`src/rtl/muldiv_pkg.sv`:
```
// Shared definitions for the multiply/divide sequencer.
// Holds the FSM state encoding, the default run lengths and the cycle counter width.
package muldiv_pkg;

  typedef enum logic [2:0] {
    ST_IDLE     = 3'd0,
    ST_MULT_RUN = 3'd1,
    ST_DIV_RUN  = 3'd2,
    ST_WRITE    = 3'd3,
    ST_DZERO    = 3'd4
  } muldiv_state_t;

  localparam int DEF_MULT_CYCLES = 32;
  localparam int DEF_DIV_CYCLES  = 32;
  localparam int CNT_W           = 16;

  // Load value for the cycle counter.
  // A run of n cycles loads n-1 so that the counter reaches zero in the last run cycle.
  function automatic logic [CNT_W-1:0] run_load_value(input int cycles);
    return CNT_W'(cycles - 1);
  endfunction

endpackage

```
`src/rtl/cycle_counter.sv`:
```
// Loadable down-counter that times the multiply and divide run phases.
// The zero flag is decoded from the registered count.
import muldiv_pkg::*;

module cycle_counter (
  input  logic             clk,
  input  logic             reset,
  input  logic             load,
  input  logic [CNT_W-1:0] value,
  input  logic             enable,
  output logic             zero
);

  logic [CNT_W-1:0] cnt_r;

  // Count register: load has priority over decrement, and the count saturates at zero.
  always_ff @(posedge clk) begin
    if (reset) begin
      cnt_r <= {CNT_W{1'b0}};
    end else if (load) begin
      cnt_r <= value;
    end else if (enable && (cnt_r != {CNT_W{1'b0}})) begin
      cnt_r <= cnt_r - {{(CNT_W-1){1'b0}}, 1'b1};
    end else begin
      cnt_r <= cnt_r;
    end
  end

  assign zero = (cnt_r == {CNT_W{1'b0}});

endmodule

```
`src/rtl/muldiv_sequencer.sv`:
```
// Sequences the multiplier and divider runs, and the Hi/Lo write-back that follows each one.
// It sits between control_unit and the multiplier/divider/Hi/Lo muxes. Every output is a register.
import muldiv_pkg::*;

module muldiv_sequencer #(
  parameter int MULT_CYCLES = DEF_MULT_CYCLES,
  parameter int DIV_CYCLES  = DEF_DIV_CYCLES
) (
  input  logic        clk,
  input  logic        reset,
  input  logic        start_mult,
  input  logic        start_div,
  input  logic        abort,
  input  logic [31:0] B_out,
  output logic        MULT_on,
  output logic        DIV_on,
  output logic        Hi_src,
  output logic        Lo_src,
  output logic        Hi_write,
  output logic        Lo_write,
  output logic        busy,
  output logic        done,
  output logic        div_zero
);

  muldiv_state_t    state_r;
  logic             last_op_r;
  logic             b_nonzero_s;
  logic             cnt_load_s;
  logic [CNT_W-1:0] cnt_value_s;
  logic             cnt_enable_s;
  logic             cnt_zero_s;

  assign b_nonzero_s = (B_out != 32'd0);

  // Counter control: load when a run starts from IDLE, decrement in every run cycle.
  always_comb begin
    cnt_load_s   = 1'b0;
    cnt_value_s  = run_load_value(MULT_CYCLES);
    cnt_enable_s = 1'b0;
    if (state_r == ST_IDLE) begin
      if (start_mult) begin
        cnt_load_s  = 1'b1;
        cnt_value_s = run_load_value(MULT_CYCLES);
      end else if (start_div && b_nonzero_s) begin
        cnt_load_s  = 1'b1;
        cnt_value_s = run_load_value(DIV_CYCLES);
      end else begin
        cnt_load_s  = 1'b0;
      end
    end else if ((state_r == ST_MULT_RUN) || (state_r == ST_DIV_RUN)) begin
      cnt_enable_s = 1'b1;
    end else begin
      cnt_enable_s = 1'b0;
    end
  end

  cycle_counter u_cycle_counter (
    .clk    (clk),
    .reset  (reset),
    .load   (cnt_load_s),
    .value  (cnt_value_s),
    .enable (cnt_enable_s),
    .zero   (cnt_zero_s)
  );

  // Sequencer FSM. Each output is registered together with the state it belongs to.
  always_ff @(posedge clk) begin
    if (reset) begin
      state_r   <= ST_IDLE;
      last_op_r <= 1'b0;
      MULT_on   <= 1'b0;
      DIV_on    <= 1'b0;
      Hi_src    <= 1'b0;
      Lo_src    <= 1'b0;
      Hi_write  <= 1'b0;
      Lo_write  <= 1'b0;
      busy      <= 1'b0;
      done      <= 1'b0;
      div_zero  <= 1'b0;
    end else begin
      MULT_on  <= 1'b0;
      DIV_on   <= 1'b0;
      Hi_write <= 1'b0;
      Lo_write <= 1'b0;
      busy     <= 1'b0;
      done     <= 1'b0;
      div_zero <= 1'b0;
      case (state_r)
        ST_IDLE: begin
          // Multiply wins a simultaneous request; the divide request is dropped.
          if (start_mult) begin
            state_r   <= ST_MULT_RUN;
            last_op_r <= 1'b1;
            MULT_on   <= 1'b1;
            busy      <= 1'b1;
          end else if (start_div && b_nonzero_s) begin
            state_r   <= ST_DIV_RUN;
            last_op_r <= 1'b0;
            DIV_on    <= 1'b1;
            busy      <= 1'b1;
          end else if (start_div) begin
            state_r  <= ST_DZERO;
            div_zero <= 1'b1;
            busy     <= 1'b1;
          end else begin
            state_r <= ST_IDLE;
          end
        end
        ST_MULT_RUN, ST_DIV_RUN: begin
          if (abort) begin
            state_r <= ST_IDLE;
          end else if (cnt_zero_s) begin
            state_r  <= ST_WRITE;
            Hi_src   <= last_op_r;
            Lo_src   <= last_op_r;
            Hi_write <= 1'b1;
            Lo_write <= 1'b1;
            done     <= 1'b1;
            busy     <= 1'b1;
          end else begin
            state_r <= state_r;
            MULT_on <= (state_r == ST_MULT_RUN);
            DIV_on  <= (state_r == ST_DIV_RUN);
            busy    <= 1'b1;
          end
        end
        ST_WRITE: begin
          state_r <= ST_IDLE;
        end
        ST_DZERO: begin
          state_r <= ST_IDLE;
        end
        default: begin
          state_r <= ST_IDLE;
        end
      endcase
    end
  end

endmodule

```
`config.mk`:
```
export PLATFORM = sky130hd
export DESIGN_NAME = muldiv_sequencer
export DESIGN_NICKNAME = d
export VERILOG_FILES = /design/src/rtl/muldiv_pkg.sv /design/src/rtl/cycle_counter.sv /design/src/rtl/muldiv_sequencer.sv
export SDC_FILE = /design/constraint.sdc
export NUM_CORES = 1
export LEC_CHECK = 0
export BUFFER_PORTS_ARGS = -buffer_cell sky130_fd_sc_hd__buf_2
export CAP_MARGIN = 20
export CORE_ASPECT_RATIO = 0.75
export CORE_UTILIZATION = 51
export CTS_CLUSTER_SIZE = 40
export DETAILED_ROUTE_END_ITERATION = 6
export PLACE_DENSITY = 0.86
export SYNTH_ARGS = -nofsm -noshare
export SYNTH_HDL_FRONTEND = slang
export SYNTH_HIERARCHICAL = 1
export SYNTH_SLANG_ARGS = --single-unit
```
`constraint.sdc`:
```
create_clock -name clk -period 3.4 [get_ports clk]
set_clock_uncertainty 0.05 [all_clocks]
set_input_delay 0.68 -clock clk [delete_from_list [all_inputs] [get_ports clk]]
set_output_delay 0.68 -clock clk [all_outputs]
set_load 0.05 [all_outputs]
```
==> flow_summary.json <==
{
  "grt_max_degree": 28,
  "ys.flop_type": "dfxtp_1",
  "dr.pass1.iters": 4,
  "ys_seq_area_frac": 0.3467,
  "ys_ff_latch": 26,
  "synth_commonest_cells": "26 x dfxtp_1, 22 x nor2_1, 15 x nor4_1, 14 x nand2_1, 11 x a21oi_1",
  "initial_core_util": 0.5556,
  "cp-start-kind": "flip-flop",
  "antenna_left": 0,
  "area_delta_synth_final_pct": 20.33,
  "ir_drop_mv": 0.2636,
  "antenna_found_initial": 0,
  "worstMarginPinSlew_ns": 0.7338,
  "portBuffers": 45,
  "cp.required_ns": 3.49,
  "yosys.area.top_type": "dfxtp_1",
  "grt_pass1_vias": 1362,
  "insertion_delay_ns": 0.28,
  "reg2reg_slack_ns": 0.85,
  "final_cells": 270,
  "nets": 273,
  "rr_endpoint": "u_cycle_counter/cnt_r[14]$_SDFFE_PP0P_",
  "critical_path.cell_chain": "or4b_4 > o21ai_0 > buf_4 > clkinv_1 > o21bai_1 > a21oi_1",
  "path_max_fanout": 27,
  "yosysMostFrequentCell": "dfxtp_1",
  "syn_avg_cell_area_sq_um": 8.250,
  "cts-buffers-inserted": 3,
  "routed_wl_mm": 3.322,
  "drive_gt1_frac": 0.2607,
  "period_needed_ns": 2.553,
  "hold_buffers": 0,
  "slowest_stage": "or4b_4",
  "synth.top_cell.area_share": 0.3467,
  "worstSetupEndpoint": "u_cycle_counter/cnt_r[14]$_SDFFE_PP0P_",
  "grt_pass1_wl_mm": 5.651,
  "status": "complete, no violations",
  "synth_area_leaders": "dfxtp_1 35%, nor4_1 6.3%, nor2_1 5.5%",
  "avgViaCountPerCell": 5.522,
  "gp_congestion": 0.7998,
  "fin_setup_tns_ns": 0,
  "async_flop_share": 0,
  "cts.clk_slew.worst_paths_ns": 0.09,
  "dp.cells": 266,
  "cts_tree": "done",
  "rsz0062_at_grt": "false",
  "critPathMaxStageDelay_ns": 0.62,
  "crit_type": "reg -> reg",
  "grt_overflow_total": 0,
  "io_pins": 46,
  "cts_sinks": 26,
  "die_y_um": 48.99,
  "hold_class": "reg -> reg",
  "r2r-start": "state_r[1]$_SDFFE_PP0P_",
  "hold_viol_final": 0,
  "p_leak_nw": 0.7283,
  "cap_violations": 0,
  "p_per_area_mw_per_mm2": 486.4,
  "row_count": 16,
  "setup_viol_count_final": 0,
  "grt_use_total": 0.2266,
  "clock_path_buffers": 2,
  "synthCells": 182,
  "wl_per_cell_um": 12.30,
  "drc_errors": 0,
  "post_cts_buffers": 0,
  "via_count": 1491,
  "startpoint": "state_r[1]$_SDFFE_PP0P_",
  "slew_violations": 0,
  "drtIter0Drc": 135,
  "ctsResizeCount": 0,
  "slew_headroom": 0.5078,
  "die_w_um": 64.65,
  "post-route-period-util": 0.7510,
  "hpwlAfterDp_mm": 2.472,
  "clockRootBuffer": "clkbuf_8",
  "ys.warnings.count": 6,
  "fmax_mhz": 391.6,
  "cts_max_level": 1,
  "die_area_sq_mm": 0.003167,
  "core_area_sq_mm": 0.002703,
  "synth_edf_count": 0,
  "synth_cell_type_count": 43,
  "crit_arrival_ns": 2.64,
  "syn-cell-area_sq_mm": 0.001501,
  "diodes": 0,
  "r2r_cells": 6,
  "endpoint_kind": "flip-flop"
}
report_power, final:
group          total (mW)  internal [mW]  switching (mW)
logic               0.241          0.107           0.135
registers           0.381          0.340          0.0409
clock network       0.256          0.158          0.0984
total               0.879          0.605           0.274
per-layer routing:
layer	share of wire	wire, um	track usage	vias up
met3	0.081	268	0.05607	6
li1	-	-	-	765
met4	0.011	36	0.05926	0
met2	0.45	1496	0.3825	60
met5	0	0	0	-
met1	0.46	1520	0.2872	660
layout make-up:
| type | instances | area, sq um |
|---|---|---|
| tap | 36 | 45.04 |
| timing repair buffer | 46 | 232.7 |
| clock inverter | 1 | 30.03 |
| clock buffer | 3 | 41.29 |
| fill | 227 | 895.9 |
| inverter | 3 | 11.26 |
| multi-input combinational | 155 | 925.9 |
| sequential | 26 | 520.5 |
cells in the final DEF, fill, tap and decap left out, types with 2 or more instances in the layout:
cell,instances
nor3_1,9
clkbuf_8,3
a311oi_1,3
a21oi_1,11
nand3_1,3
o21ai_0,5
dfxtp_1,26
or3_2,3
o21bai_1,4
nand2_1,14
nand2b_1,3
mux2i_1,2
inv_1,2
or3_1,2
o21ai_2,3
xnor2_1,9
buf_2,45
nand4_1,3
conb_1,16
nor2_1,22
a211oi_1,8
nor3b_1,4
o221ai_1,2
nor4_1,15
sequential cells by signal (all words and copies together) (netlist names):
register	flops
last_op_r	1
done	1
MULT_on	1
busy	1
div_zero	1
Lo_src	1
DIV_on	1
state_r	3
u_cycle_counter/cnt_r	16
worst min-delay path by stage:
stage,from,end,cells past startpoint
floorplan,last_op_r$_SDFFE_PP0P_,Lo_src$_SDFFE_PP0P_,2
global placement,last_op_r$_SDFFE_PP0P_,Lo_src$_SDFFE_PP0P_,2
detailed placement,last_op_r$_SDFFE_PP0P_,Lo_src$_SDFFE_PP0P_,2
CTS,last_op_r$_SDFFE_PP0P_,last_op_r$_SDFFE_PP0P_,2
global route,last_op_r$_SDFFE_PP0P_,last_op_r$_SDFFE_PP0P_,2
finish,last_op_r$_SDFFE_PP0P_,last_op_r$_SDFFE_PP0P_,2
metrics by stage:
step	worst slack, ns	instance area [sq um]	hold slack, ns	utilization	power [mW]
CTS	0.8905	1807	0.4885	0.6685	0.8829
floorplan	0.8377	1554	0.4146	-	0.5707
global route	0.6153	1807	0.5268	0.6685	0.9292
global placement	0.7126	1735	0.4424	0.6421	0.6171
finish	0.8465	1807	0.5000	0.6685	0.8788
detailed placement	0.6506	1735	0.4689	0.6421	0.6250
critical path, delay by kind of cell (launching register included):
family	cells	cell delay, ns
buf+inv	2	0.76
simple gates	1	0.62
compound gates	3	0.59
flops	1	0.41
cells by family (layout without fill, tap and decap cells):
group / count (synthesis) / count (layout) / synth area share
compound gates: 38 / 38 / 0.1717
buf+inv: 15 / 53 / 0.07166
fa+ha+maj: 1 / 1 / 0.008332
other cells: 2 / 16 / 0.005002
flops: 26 / 26 / 0.3467
simple gates: 89 / 89 / 0.3308
xor+xnor: 9 / 9 / 0.05250
mux: 2 / 2 / 0.01333
(Power assumes the default switching activity.)
